===== src/rtl/img_filter_pkg.sv =====
// Shared constants and register-set type for the per-pixel colour filter.
// Offsets are carried at the widest supported channel width and zero-extended.
package img_filter_pkg;

    localparam int unsigned MAX_DATA_WIDTH = 32;

    localparam int unsigned ADDR_OFFSET = 32'h000;
    localparam int unsigned ADDR_CTRL   = 32'h004;

    localparam int unsigned CTRL_BYPASS_BIT = 0;
    localparam int unsigned CTRL_INVERT_BIT = 1;

    typedef struct packed {
        logic [MAX_DATA_WIDTH-1:0] offset;
        logic                      bypass;
        logic                      invert;
    } filter_cfg_t;

endpackage


===== src/rtl/img_pixel_filter_if.sv =====
// Write-only APB bus into the pixel filter register slave.
interface img_pixel_filter_if #(
    parameter int unsigned ADDR_WIDTH = 10
);

    logic [ADDR_WIDTH-1:0] i_apb_paddr;
    logic                  i_apb_psel;
    logic                  i_apb_penable;
    logic                  i_apb_pwrite;
    logic [31:0]           i_apb_pwdata;

    modport master (
        output i_apb_paddr,
        output i_apb_psel,
        output i_apb_penable,
        output i_apb_pwrite,
        output i_apb_pwdata
    );

    modport slave (
        input i_apb_paddr,
        input i_apb_psel,
        input i_apb_penable,
        input i_apb_pwrite,
        input i_apb_pwdata
    );

endinterface


===== src/rtl/img_filter_channel.sv =====
// One colour channel: stage 1 optional inversion, stage 2 saturating offset add.
// Settings travel with the pixel so a frame-boundary update never splits a pixel.
module img_filter_channel
    import img_filter_pkg::*;
#(
    parameter int unsigned DATA_WIDTH = 8
) (
    input  logic                  clk,
    input  logic                  rstn_apb,
    input  logic                  de_i,
    input  logic [DATA_WIDTH-1:0] px_i,
    input  filter_cfg_t           cfg_i,
    output logic [DATA_WIDTH-1:0] px_o
);

    localparam int unsigned SUM_W = MAX_DATA_WIDTH + 1;

    logic [DATA_WIDTH-1:0]     s1_px_q;
    logic [DATA_WIDTH-1:0]     s1_px_d;
    logic                      s1_de_q;
    logic                      s1_bypass_q;
    logic [MAX_DATA_WIDTH-1:0] s1_offset_q;
    logic [SUM_W-1:0]          sum_c;
    logic [DATA_WIDTH-1:0]     px_d;

    always_comb begin
        s1_px_d = px_i;
        if (!cfg_i.bypass && cfg_i.invert) begin
            s1_px_d = ~px_i;
        end
    end

    // Any carry at or above DATA_WIDTH means the channel saturates.
    always_comb begin
        sum_c = SUM_W'(s1_px_q) + SUM_W'(s1_offset_q);
        px_d  = '0;
        if (s1_bypass_q) begin
            px_d = s1_px_q;
        end else if (s1_de_q) begin
            px_d = (|sum_c[SUM_W-1:DATA_WIDTH]) ? '1 : sum_c[DATA_WIDTH-1:0];
        end
    end

    always_ff @(posedge clk or posedge rstn_apb) begin
        if (rstn_apb) begin
            s1_px_q     <= '0;
            s1_de_q     <= 1'b0;
            s1_bypass_q <= 1'b0;
            s1_offset_q <= '0;
            px_o        <= '0;
        end else begin
            s1_px_q     <= s1_px_d;
            s1_de_q     <= de_i;
            s1_bypass_q <= cfg_i.bypass;
            s1_offset_q <= cfg_i.offset;
            px_o        <= px_d;
        end
    end

endmodule


===== src/rtl/img_pixel_filter.sv =====
// Per-pixel colour filter: APB register decode, frame-synchronous shadow
// registers, three channel pipelines and a matching 2-cycle sync delay line.
module img_pixel_filter
    import img_filter_pkg::*;
#(
    parameter int unsigned ADDR_WIDTH = 10,
    parameter int unsigned DATA_WIDTH = 8
) (
    input  logic                  clk,
    input  logic                  rstn_apb,
    img_pixel_filter_if.slave     apb,
    input  logic                  i_vs,
    input  logic                  i_hs,
    input  logic                  i_de,
    input  logic [DATA_WIDTH-1:0] i_r,
    input  logic [DATA_WIDTH-1:0] i_g,
    input  logic [DATA_WIDTH-1:0] i_b,
    output logic                  o_vs,
    output logic                  o_hs,
    output logic                  o_de,
    output logic [DATA_WIDTH-1:0] o_r,
    output logic [DATA_WIDTH-1:0] o_g,
    output logic [DATA_WIDTH-1:0] o_b
);

    logic        apb_wr_c;
    logic        vs_rise_c;
    logic        vs_prev_q;
    filter_cfg_t prog_q;
    filter_cfg_t prog_d;
    filter_cfg_t act_q;
    filter_cfg_t act_d;
    logic [2:0]  sync_s1_q;
    logic [2:0]  sync_s2_q;
    logic        unused_apb;

    assign apb_wr_c   = apb.i_apb_psel & apb.i_apb_penable & apb.i_apb_pwrite;
    assign vs_rise_c  = i_vs & ~vs_prev_q;
    assign unused_apb = ^apb.i_apb_pwdata;

    always_comb begin
        prog_d = prog_q;
        if (apb_wr_c) begin
            if (apb.i_apb_paddr == ADDR_WIDTH'(ADDR_OFFSET)) begin
                prog_d.offset = MAX_DATA_WIDTH'(apb.i_apb_pwdata[DATA_WIDTH-1:0]);
            end else if (apb.i_apb_paddr == ADDR_WIDTH'(ADDR_CTRL)) begin
                prog_d.bypass = apb.i_apb_pwdata[CTRL_BYPASS_BIT];
                prog_d.invert = apb.i_apb_pwdata[CTRL_INVERT_BIT];
            end
        end
    end

    // The pixel arriving on the vs rising-edge cycle already sees the new set,
    // and a write landing on that same edge only reaches the next frame.
    always_comb begin
        act_d = act_q;
        if (vs_rise_c) begin
            act_d = prog_q;
        end
    end

    always_ff @(posedge clk or posedge rstn_apb) begin
        if (rstn_apb) begin
            prog_q    <= '0;
            act_q     <= '0;
            vs_prev_q <= 1'b0;
            sync_s1_q <= '0;
            sync_s2_q <= '0;
        end else begin
            prog_q    <= prog_d;
            act_q     <= act_d;
            vs_prev_q <= i_vs;
            sync_s1_q <= {i_vs, i_hs, i_de};
            sync_s2_q <= sync_s1_q;
        end
    end

    assign {o_vs, o_hs, o_de} = sync_s2_q;

    img_filter_channel #(.DATA_WIDTH(DATA_WIDTH)) u_ch_r (
        .clk      (clk),
        .rstn_apb (rstn_apb),
        .de_i     (i_de),
        .px_i     (i_r),
        .cfg_i    (act_d),
        .px_o     (o_r)
    );

    img_filter_channel #(.DATA_WIDTH(DATA_WIDTH)) u_ch_g (
        .clk      (clk),
        .rstn_apb (rstn_apb),
        .de_i     (i_de),
        .px_i     (i_g),
        .cfg_i    (act_d),
        .px_o     (o_g)
    );

    img_filter_channel #(.DATA_WIDTH(DATA_WIDTH)) u_ch_b (
        .clk      (clk),
        .rstn_apb (rstn_apb),
        .de_i     (i_de),
        .px_i     (i_b),
        .cfg_i    (act_d),
        .px_o     (o_b)
    );

endmodule


===== src/flat_wrapper.sv =====
// flat-port wrapper written by rule: the top's interface ports become plain ports
module img_pixel_filter_flat import img_filter_pkg::*;
#(
    parameter int unsigned ADDR_WIDTH = 10,
    parameter int unsigned DATA_WIDTH = 8
)
  (clk, rstn_apb, i_vs, i_hs, i_de, i_r, i_g, i_b, o_vs, o_hs, o_de, o_r, o_g, o_b, apb_i_apb_paddr, apb_i_apb_psel, apb_i_apb_penable, apb_i_apb_pwrite, apb_i_apb_pwdata);
  img_pixel_filter_if #(.ADDR_WIDTH(ADDR_WIDTH)) apb_i ();
  input  logic clk;
  input  logic rstn_apb;
  input  logic i_vs;
  input  logic i_hs;
  input  logic i_de;
  input  logic [DATA_WIDTH-1:0] i_r;
  input  logic [DATA_WIDTH-1:0] i_g;
  input  logic [DATA_WIDTH-1:0] i_b;
  output logic o_vs;
  output logic o_hs;
  output logic o_de;
  output logic [DATA_WIDTH-1:0] o_r;
  output logic [DATA_WIDTH-1:0] o_g;
  output logic [DATA_WIDTH-1:0] o_b;
  input wire logic [$bits(apb_i.i_apb_paddr)-1:0] apb_i_apb_paddr;
  input wire logic [$bits(apb_i.i_apb_psel)-1:0] apb_i_apb_psel;
  input wire logic [$bits(apb_i.i_apb_penable)-1:0] apb_i_apb_penable;
  input wire logic [$bits(apb_i.i_apb_pwrite)-1:0] apb_i_apb_pwrite;
  input wire logic [$bits(apb_i.i_apb_pwdata)-1:0] apb_i_apb_pwdata;
  assign apb_i.i_apb_paddr = apb_i_apb_paddr;
  assign apb_i.i_apb_psel = apb_i_apb_psel;
  assign apb_i.i_apb_penable = apb_i_apb_penable;
  assign apb_i.i_apb_pwrite = apb_i_apb_pwrite;
  assign apb_i.i_apb_pwdata = apb_i_apb_pwdata;
  img_pixel_filter #(.ADDR_WIDTH(ADDR_WIDTH), .DATA_WIDTH(DATA_WIDTH)) u_core (.clk(clk), .rstn_apb(rstn_apb), .apb(apb_i), .i_vs(i_vs), .i_hs(i_hs), .i_de(i_de), .i_r(i_r), .i_g(i_g), .i_b(i_b), .o_vs(o_vs), .o_hs(o_hs), .o_de(o_de), .o_r(o_r), .o_g(o_g), .o_b(o_b));
endmodule

===== config.mk =====
export PLATFORM = sky130hd
export DESIGN_NAME = img_pixel_filter_flat
export DESIGN_NICKNAME = d
export VERILOG_FILES = /design/src/rtl/img_filter_pkg.sv /design/src/rtl/img_pixel_filter_if.sv /design/src/rtl/img_filter_channel.sv /design/src/rtl/img_pixel_filter.sv /design/src/flat_wrapper.sv
export SDC_FILE = /design/constraint.sdc
export NUM_CORES = 1
export LEC_CHECK = 0
export ABC_AREA = 1
export ABC_CLOCK_PERIOD_IN_PS = 2800
export BUFFER_PORTS_ARGS = -buffer_cell sky130_fd_sc_hd__buf_2
export CAP_MARGIN = 25
export CORE_ASPECT_RATIO = 0.8
export CORE_MARGIN = 2
export CORE_UTILIZATION = 50
export DETAILED_ROUTE_END_ITERATION = 16
export PLACE_DENSITY = 0.76
export SLEW_MARGIN = 10
export SYNTH_ARGS = -nofsm -noshare
export SYNTH_HDL_FRONTEND = slang
export SYNTH_SLANG_ARGS = --single-unit

===== constraint.sdc =====
create_clock -name clk -period 2.8 [get_ports clk]
set_input_delay 0.56 -clock clk [delete_from_list [all_inputs] [get_ports clk]]
set_output_delay 0.56 -clock clk [all_outputs]
set_load 0.01 [all_outputs]

==> results of run 1 <==
-- how the worst max path moves through the flow --
stage,to,slack (ps),startpoint,cells after the start
final,u_core.u_ch_g.px_o[2],700,u_core.act_q[2],10
after global routing,u_core.u_ch_r.px_o[2],510,u_core.act_q[2],10
after CTS,u_core.u_ch_g.px_o[2],690,u_core.act_q[2],10
after detailed placement,u_core.u_ch_r.px_o[2],720,u_core.act_q[2],10
after global placement,u_core.u_ch_r.px_o[2],750,u_core.act_q[2],10
after floorplan,u_core.act_q[0],360,rstn_apb,1
-- state kept, by name, indices dropped and copies added (netlist names), 8 cells and up --
| name | count |
|---|---|
| u_core.act_q | 10 |
| u_core.prog_q | 10 |
| u_core.u_ch_b.px_o | 8 |
| u_core.u_ch_b.s1_px_q | 8 |
| u_core.u_ch_g.px_o | 8 |
| u_core.u_ch_g.s1_px_q | 8 |
| u_core.u_ch_r.px_o | 8 |
| u_core.u_ch_r.s1_px_q | 8 |
-- cells by family after synthesis --
logic type | after synthesis | synth area share [%]
buffers and inverters | 57 | 6.34
xor gates and xnor gates | 30 | 10.1
muxes | 8 | 2.19
and+or+nand+nor | 234 | 24.7
AOI/OAI and AO/OA | 20 | 2.80
DFF | 74 | 45.1
adders and majority gates | 27 | 8.78
-- cells in the final DEF, fill, tap and decap left out, types with 9 or more instances in the layout --
master and n:
xnor2_2 20, clkbuf_8 9, ha_1 24, inv_1 46, nor2_1 14, o21ai_0 9, dfrtp_1 74, nand3_1 25
nand2_1 165, a21oi_1 9, buf_2 76
-- power groups by stage --
stage          Combinational, mW  Clock, mW  Sequential [mW]
2_1_floorplan              0.131          0             1.16
3_3_place_gp               0.224          0             1.15
3_5_place_dp               0.231          0             1.15
4_1_cts                    0.232      0.865             1.13
5_1_grt                    0.258      0.908             1.13
6_report                   0.229      0.834             1.13
-- worst register-to-register path, cell delays in order (launching register included) --
cell and delay (ps):
dfrtp_1 440, ha_1 250, fa_1 390, nand2_1 100, nand2_1 70, nand2_1 110, nor2_1 90, nor2_2 250
o21ai_0 140, nand2_1 80, nand2_1 80
-- routing by layer --
layer / up-vias / global-route usage (%) / wire length [um]
met1: 1459 / 25.4 / 3760
li1: 1598 / - / -
met5: - / 0 / 0
met3: 16 / 5.61 / 446
met4: 0 / 7.64 / 190
met2: 96 / 32.6 / 3920
-- layout make-up --
cell class | count | area share (%)
clock buffer | 9 | 2.59
clock inverter | 7 | 1.60
inverter | 49 | 3.85
multi-input combinational | 319 | 41.7
sequential | 74 | 38.7
tap | 108 | 2.83
timing repair buffer | 79 | 8.69
-- through the flow --
step	cell area, sq um	worst slack (ps)
floorplan	4110	358
global placement	4580	752
detailed placement	4580	724
CTS	4780	693
global route	4780	514
finish	4780	703
==> run metrics, run 1 <==
GP Congestion=0.824; r2r setup slk=700 ps; post-synth top area share=45.1%; GRT Total Usage=19.9%; core area=approximately 0.0079 sq mm; FFs w/ async S/R, synth=100%; Fmax=roughly 0.48 GHz; Leakage=about 2.7 nW; Crit. End Element=flop; routed vias=about 3200; Worst Hold End=u_core.sync_s1_q[0]; Critical Path Most Common Cell=nand2_1; Syn Area/Cell=9.13 sq um; CTS Root Cell=clkbuf_8; largest net degree at the start of global routing=42; synth top area cells=dfrtp_1, nand2_1, xnor2_2; MaxCap Viol Count=0; path depth of the worst reg2reg path=10; Clk network pwr share=38.0%; diode count=0; drt first-iter violations=100; total chip power=2.19 mW; Fill cells=679; worst r2r dst=u_core.u_ch_g.px_o[2]; postcts setup bufs=0; synth cell count leaders=nand2_1, dfrtp_1, inv_1, nand3_1, ha_1; Finish-stage setup viols=0; post-route ant nets=0; vias per cell=4.91; drt pass-1 iters=4; Reg-to-Reg Start=u_core.act_q[2]; RSZ-0062 raised after global routing=no; Least-Margin Pin Slew=748 ps; vias in the first global route=between 3000 and 4000; height of the die=85.1 um; Bufs and invs on worst path=0; CP max-delay cell=dfrtp_1; min cycle time layout=between 2000 and 2500 ps; hold crit path type=primary input to flop; Worst-Skew Late Latency=360 ps; hold buffer count at CTS=0; num rows=29; Crit path max-delay family=simple AND/OR/NAND/NOR gates; fin util=60.2%; fin crit share=between 70 and 80%; Crit path largest cell delay=around 440 ps; Die X-Extent=105 um; fin nets=633; critical path required time=approximately 3000 ps; peak supply drop=0.361 mV; clk sinks=74; total CTS buffers=9; Comb pwr share=10.4%; gr ovfl total=0; Final Routed Wirelength=8.32 mm; # IOs=101; area grow syn2layout=16.4%; Inst Count DP=629; internal power=1.63 mW; CTS H-tree depth=3; Flop pwr share=51.5%; Final Hold Slack=300 ps; Fin. Hold Viols=0; # resized after CTS=0; worst path arrival time=2340 ps; TNS Setup=0 ps; DRC Markers=0; first-pass GRT wire length=13.9 mm; final cell count without fillers=645; register area=0.00185 sq mm; Slew HR=50.1%; CP max FO=6; synth warn=0; flops & latches, synth=74; initial antenna violation count=0; cell breakdown of the critical path=ha_1, fa_1, nand2_1, nand2_1, nand2_1, nor2_1, nor2_2, o21ai_0, nand2_1, nand2_1; Post-synth EDFFs=0; CTS tree=done; count of input and output buffers=76; Max Clock Skew=17.1 ps; Setup crit start kind=flop; Syn Inst Count=450; PwrDens=~460 mW/mm^2; layout cell share with drive strength beyond 1=25.5%; Setup Crit Path Kind=flop to flop; Switch Pwr=0.562 mW; starting density of the core=51.7%; half-perimeter wire length after placement=6.03 mm; Slew Limit Fails=0; Die ar.=0.00896 sq mm; status=completed; HP Start=i_de; ys flop type=dfrtp_1; drt wl/cell=12.9 um; count leader, synth=nand2_1; sequential fraction of the synthesis area=between 40% and 50%; clk buf depth=2; Netlist cell types=33; hold path depth=1; syn_nets=551; multi-input logic area=about 0.002 sq mm; Cell Area, Synth=between 0.004 and 0.005 sq mm; Clock Pin Slew Worst Setup and Hold Paths=about 80 ps; largest area contributor in the netlist=dfrtp_1; sw frac=25.6%
No activity file was read; power rests on OpenSTA's default activity.
==> run 2, diff against run 1 <==
Settings changed: ABC_CLOCK_PERIOD_IN_PS 2800 to 2000.
Clock period 2.8 ns to 2 ns, I/O delays scaled along.
==> run 2 against run 1 <==
Final area rose by 1.5%; worst setup slack worse by 590 ps; utilization rose by 0.93 points; critical path depth stayed put; total power increased by 35%; worst hold slack worse by 180 ps; largest cell class unchanged; fmax up 11%; highest routed layer unchanged; combinational power rose by 41%; routed wire length is 0.28% lower; die area is the same.
==> run metrics, run 2 (synthesis gave the netlist of run 1 again) <==
Critical Path Most Common Cell=nand2_1; CTS tree=done; diode count=0; min cycle time layout=1890 ps; initial antenna violation count=0; first-pass GRT wire length=13.8 mm; Setup Crit Path Kind=flop to flop; layout cell share with drive strength beyond 1=approximately 28%; Bufs and invs on worst path=0; drt wl/cell=12.7 um; core area=0.00795 sq mm; DRC Markers=0; dpl ws=-0.248 ps; GP Congestion=0.823; drt pass-1 iters=4; RSZ-0062 raised after global routing=no; clk sinks=74; Fmax=0.529 GHz; most frequent cells in the layout=nand2_1, buf_2, dfrtp_1; worst path arrival time=2130 ps; Final Routed Wirelength=8.30 mm; GRT Total Usage=about a fifth; critical path depth in cells=10; peak supply drop=0.403 mV; total CTS buffers=9; CP max FO=6; CP max-delay cell=dfrtp_2; Final Hold Slack=120 ps; status=completed; fin nets=640; PwrDens=608 mW/mm^2; cell breakdown of the critical path=ha_2, fa_2, nand2_1, nand2_1, nand2_1, nor2_1, nor2_4, nand3_1, nand2_1, nand2_1; half-perimeter wire length after placement=6.08 mm; post-route ant nets=0; path depth of the worst reg2reg path=10; Leakage=2.74 nW; vias in the first global route=3027; hold buffer count at CTS=0; Fin. Hold Viols=0; Slew HR=between 70% and 80%; count of input and output buffers=76; Regs by FF count=u_core.act_q x10, u_core.prog_q x10; routed wl met2=3.75 mm; final worst slack=109 ps; MaxCap Viol Count=0; WL met3=515 um; CTS Root Cell=clkbuf_8; CTS H-tree depth=3; drt first-iter violations=87; Least-Margin Pin Slew=385 ps; most common cell after layout, fill and taps aside=nand2_1; clk buf depth=2; Die X-Extent=105 um; TNS Setup=0 ps; M1 WL=3.83 mm; Max Clock Skew=14.1 ps; routed vias=between 3000 and 4000; vias per cell=slightly below 5; Top Metal Used=met4; Slew Limit Fails=0; gr ovfl total=0; Setup crit start kind=flop; height of the die=about 85 um; starting density of the core=51.7%; # IOs=101; area grow syn2layout=18.2%; Clock Pin Slew Worst Setup and Hold Paths=roughly 90 ps; Crit. End Element=flop; fin crit share=94.5%; Crit path largest cell delay=450 ps; hold crit path type=primary input to async pin; largest net degree at the start of global routing=75; Crit path max-delay family=simple AND/OR/NAND/NOR gates; Finish-stage setup viols=0; num rows=29; critical path required time=2240 ps; Die ar.=0.00896 sq mm; Worst-Skew Late Latency=360 ps
==> run 2: changes by cell type in the layout (fill, tap and decap cells not counted), moves of 2 or more <==
cell,before,now
buf_4,2,9
fa_1,3,0
fa_2,0,3
ha_1,24,21
ha_2,0,2
nor2_4,2,4
o21ai_0,9,7
o21ai_1,0,2
==> run 2: timing repair <==
item                                    4_1_cts  5_1_grt
cloned                                        0        0
gates resized for setup                       4       10
buffers inserted                              0        1
endpoints found under the setup margin        6       20
pin swaps                                     3        3
==> run 2: cell type report <==
type | count | area [sq um]
timing repair buffer | 86 | 468
tap | 108 | 135
clock buffer | 9 | 124
sequential | 74 | 1850
multi-input combinational | 319 | 2030
clock inverter | 7 | 52.6
inverter | 49 | 188
fill | 688 | 3090
==> run 2: stage by stage <==
stage	util (%)	area, sq um	std cells	power [mW]
CTS	60.6	4810	651	3.00
floorplan	-	4110	450	1.81
finish	61.1	4850	652	2.95
global placement	58.3	4630	635	1.93
detailed placement	58.3	4630	635	1.94
global route	61.1	4850	652	3.12
==> run 2: worst paths after layout <==
| path | end | slack, ps | startpoint |
|---|---|---|---|
| max in group asynchronous | u_core.u_ch_r.s1_px_q[5] | 1550 | rstn_apb |
| max reg2reg | u_core.u_ch_g.px_o[6] | 110 | u_core.act_q[2] |
| min reg2reg | u_core.sync_s2_q[1] | 350 | u_core.sync_s1_q[1] |
| min in group clk | u_core.sync_s1_q[0] | 150 | i_de |
| min | u_core.u_ch_g.px_o[3] | 120 | rstn_apb |
| max | u_core.u_ch_g.px_o[6] | 110 | u_core.act_q[2] |
==> run 2: report_power, final <==
part	internal, mW	total, mW	switching (mW)
logic	0.148	0.322	0.174
registers	1.55	1.58	0.0303
clock network	0.458	1.05	0.589
total	2.16	2.95	0.793
==> run 2: routing by layer <==
layer / vias to the layer above / global-route usage, %
li1: 1598 / -
met1: 1432 / 25.5
met2: 89 / 31.0
met3: 18 / 7.45
met4: 0 / 6.18
met5: - / 0
==> run 2: tightest hold or removal path: stages <==
cell and delay, ps:
buf_2 110, clkinvlp_4 70, buf_12 310
==> run 3, diff against run 2 <==
Settings changed: CORE_ASPECT_RATIO 0.8 to not set, RECOVER_POWER set to 100.
==> run 3 against run 2 <==
Clock-buffer cell count unchanged; sequential power about the same; sequential share of layout area up 1.4 points; global-route usage up 0.12 points; final cell count down 0.15%; utilization down 3.2 points; clock power up 11%; sequential cell count unchanged; routed wire length down 1.9%; via count about the same; worst hold slack better by 33 ps; first-iteration DRC count up 16%; critical endpoint is now u_core.u_ch_b.px_o[6]; largest cell class unchanged; largest power group unchanged.
==> run metrics, run 3 (synthesis gave the netlist of run 1 again) <==
GRT Total Usage=19.8%; first-pass GRT wire length=13.8 mm; Regs by FF count=u_core.act_q x10, u_core.prog_q x10; CTS Root Cell=clkbuf_8; most common cell after layout, fill and taps aside=nand2_1; hold crit path type=primary input to flop; routed vias=3138; Leakage=2.57 nW; drt wl/cell=12.5 um; Reg-to-Reg Start=u_core.act_q[2]; critical path required time=2240 ps; hold path depth=1; worst path arrival time=~2100 ps; Worst-Skew Late Latency=around 350 ps; DRC Markers=0; CTS tree=done; starting density of the core=50.7%; Slew Limit Fails=0; Worst Hold End=u_core.sync_s1_q[0]; # IOs=101; Max Clock Skew=8.28 ps; largest net degree at the start of global routing=75; vias in the first global route=roughly 3100; half-perimeter wire length after placement=5.96 mm; vias per cell=4.82; Fmax=0.526 GHz; dpl ws=-23.4 ps; Setup crit start kind=flop; drt pass-1 iters=5; PwrDens=651 mW/mm^2; final worst slack=99.1 ps; gr ovfl total=0; Final Routed Wirelength=8.14 mm; height of the die=94.6 um; TNS Setup=0 ps; drt first-iter violations=101; num rows=33; fin nets=642; post-route ant nets=0; area grow syn2layout=14.0%; clk buf depth=2; min cycle time layout=1900 ps; Slew HR=36.2%; count of input and output buffers=76; total CTS buffers=9; Crit. End Element=flop; total chip power=3.05 mW; clk sinks=74; RSZ-0062 raised after global routing=yes; GP Congestion=0.864; peak supply drop=0.427 mV; r2r setup slk=100 ps; Clock Pin Slew Worst Setup and Hold Paths=80 ps; Fin. Hold Viols=0; Die X-Extent=94.6 um; status=completed; most frequent cells in the layout=nand2_1, dfrtp_1, buf_2; diode count=0; MaxCap Viol Count=0; Die ar.=0.00895 sq mm; fin crit share=around 95%; CTS H-tree depth=3; Least-Margin Pin Slew=957 ps; initial antenna violation count=0; HP Start=i_de; path depth of the worst reg2reg path=10; core area=around 0.0081 sq mm; layout cell share with drive strength beyond 1=18.9%; CP max FO=6; Setup Crit Path Kind=flop to flop; worst r2r dst=u_core.u_ch_b.px_o[6]; Finish-stage setup viols=0
-- run 3: changes by cell type in the layout (fill, tap and decap cells not counted), moves of 2 or more --
| cell | previous run | this run |
|---|---|---|
| xnor2_1 | 7 | 23 |
| clkbuf_4 | 0 | 2 |
| buf_2 | 76 | 48 |
| xnor2_2 | 20 | 4 |
| clkbuf_1 | 0 | 30 |
-- run 3: layer usage --
| layer | GRT usage, % | share of wire, % | up-vias |
|---|---|---|---|
| li1 | - | - | 1599 |
| met1 | 25.4 | 45 | 1464 |
| met2 | 33.7 | 50 | 61 |
| met3 | 4.07 | 3.9 | 14 |
| met4 | 6.52 | 1.7 | 0 |
| met5 | 0 | 0 | - |
-- run 3: how the worst max path moves through the flow --
stage,start,endpoint,slack (ps),cells after the start
final,u_core.act_q[2],u_core.u_ch_b.px_o[6],100,10
after global routing,u_core.act_q[2],u_core.u_ch_b.px_o[5],-20,10
after CTS,u_core.act_q[2],u_core.u_ch_g.px_o[6],0.7,10
after detailed placement,u_core.act_q[2],u_core.u_ch_r.px_o[2],-20,10
after global placement,u_core.act_q[2],u_core.u_ch_r.px_o[2],10,10
after floorplan,u_core.act_q[2],u_core.u_ch_r.px_o[2],200,10
-- run 3: worst max-delay path, stage by stage (launching register included) --
cell,delay [ps]
dfrtp_2,450
ha_2,190
fa_1,380
nand2_1,100
nand2_1,90
nand2_2,90
nor2_1,90
nor2_4,190
nand3_1,100
nand2_1,60
nand2_1,50
-- run 3: area by class of cell --
class                           instances  area (sq um)
Fill cell                             761          3410
Multi-Input combinational cell        319          1880
Sequential cell                        74          1850
Timing Repair Buffer                   88           428
Inverter                               49           188
Tap cell                              105           131
Clock buffer                            9           124
Clock inverter                          7          77.6
-- run 3: timing repair --
item | CTS | global route
pin swaps | 1 | 4
buffers inserted | 1 | 1
gates resized for setup | 4 | 7
endpoints found under the setup margin | 5 | 21
hold buffers | 0 | 0
-- run 3: power breakdown --
part	switching (mW)	internal [mW]	total, mW
Clock	0.586	0.586	1.17
Combinational	0.165	0.125	0.290
Sequential	0.0306	1.55	1.58
Total	0.782	2.27	3.05
-- run 3: metrics by stage --
stage	instance area [sq um]	util [%]	hold WS, ps	cells
2_1_floorplan	4110	-	331	450
3_3_place_gp	4630	57.3	334	633
3_5_place_dp	4630	57.3	356	633
4_1_cts	4850	59.9	136	650
5_1_grt	4680	57.9	135	651
6_report	4680	57.9	154	651
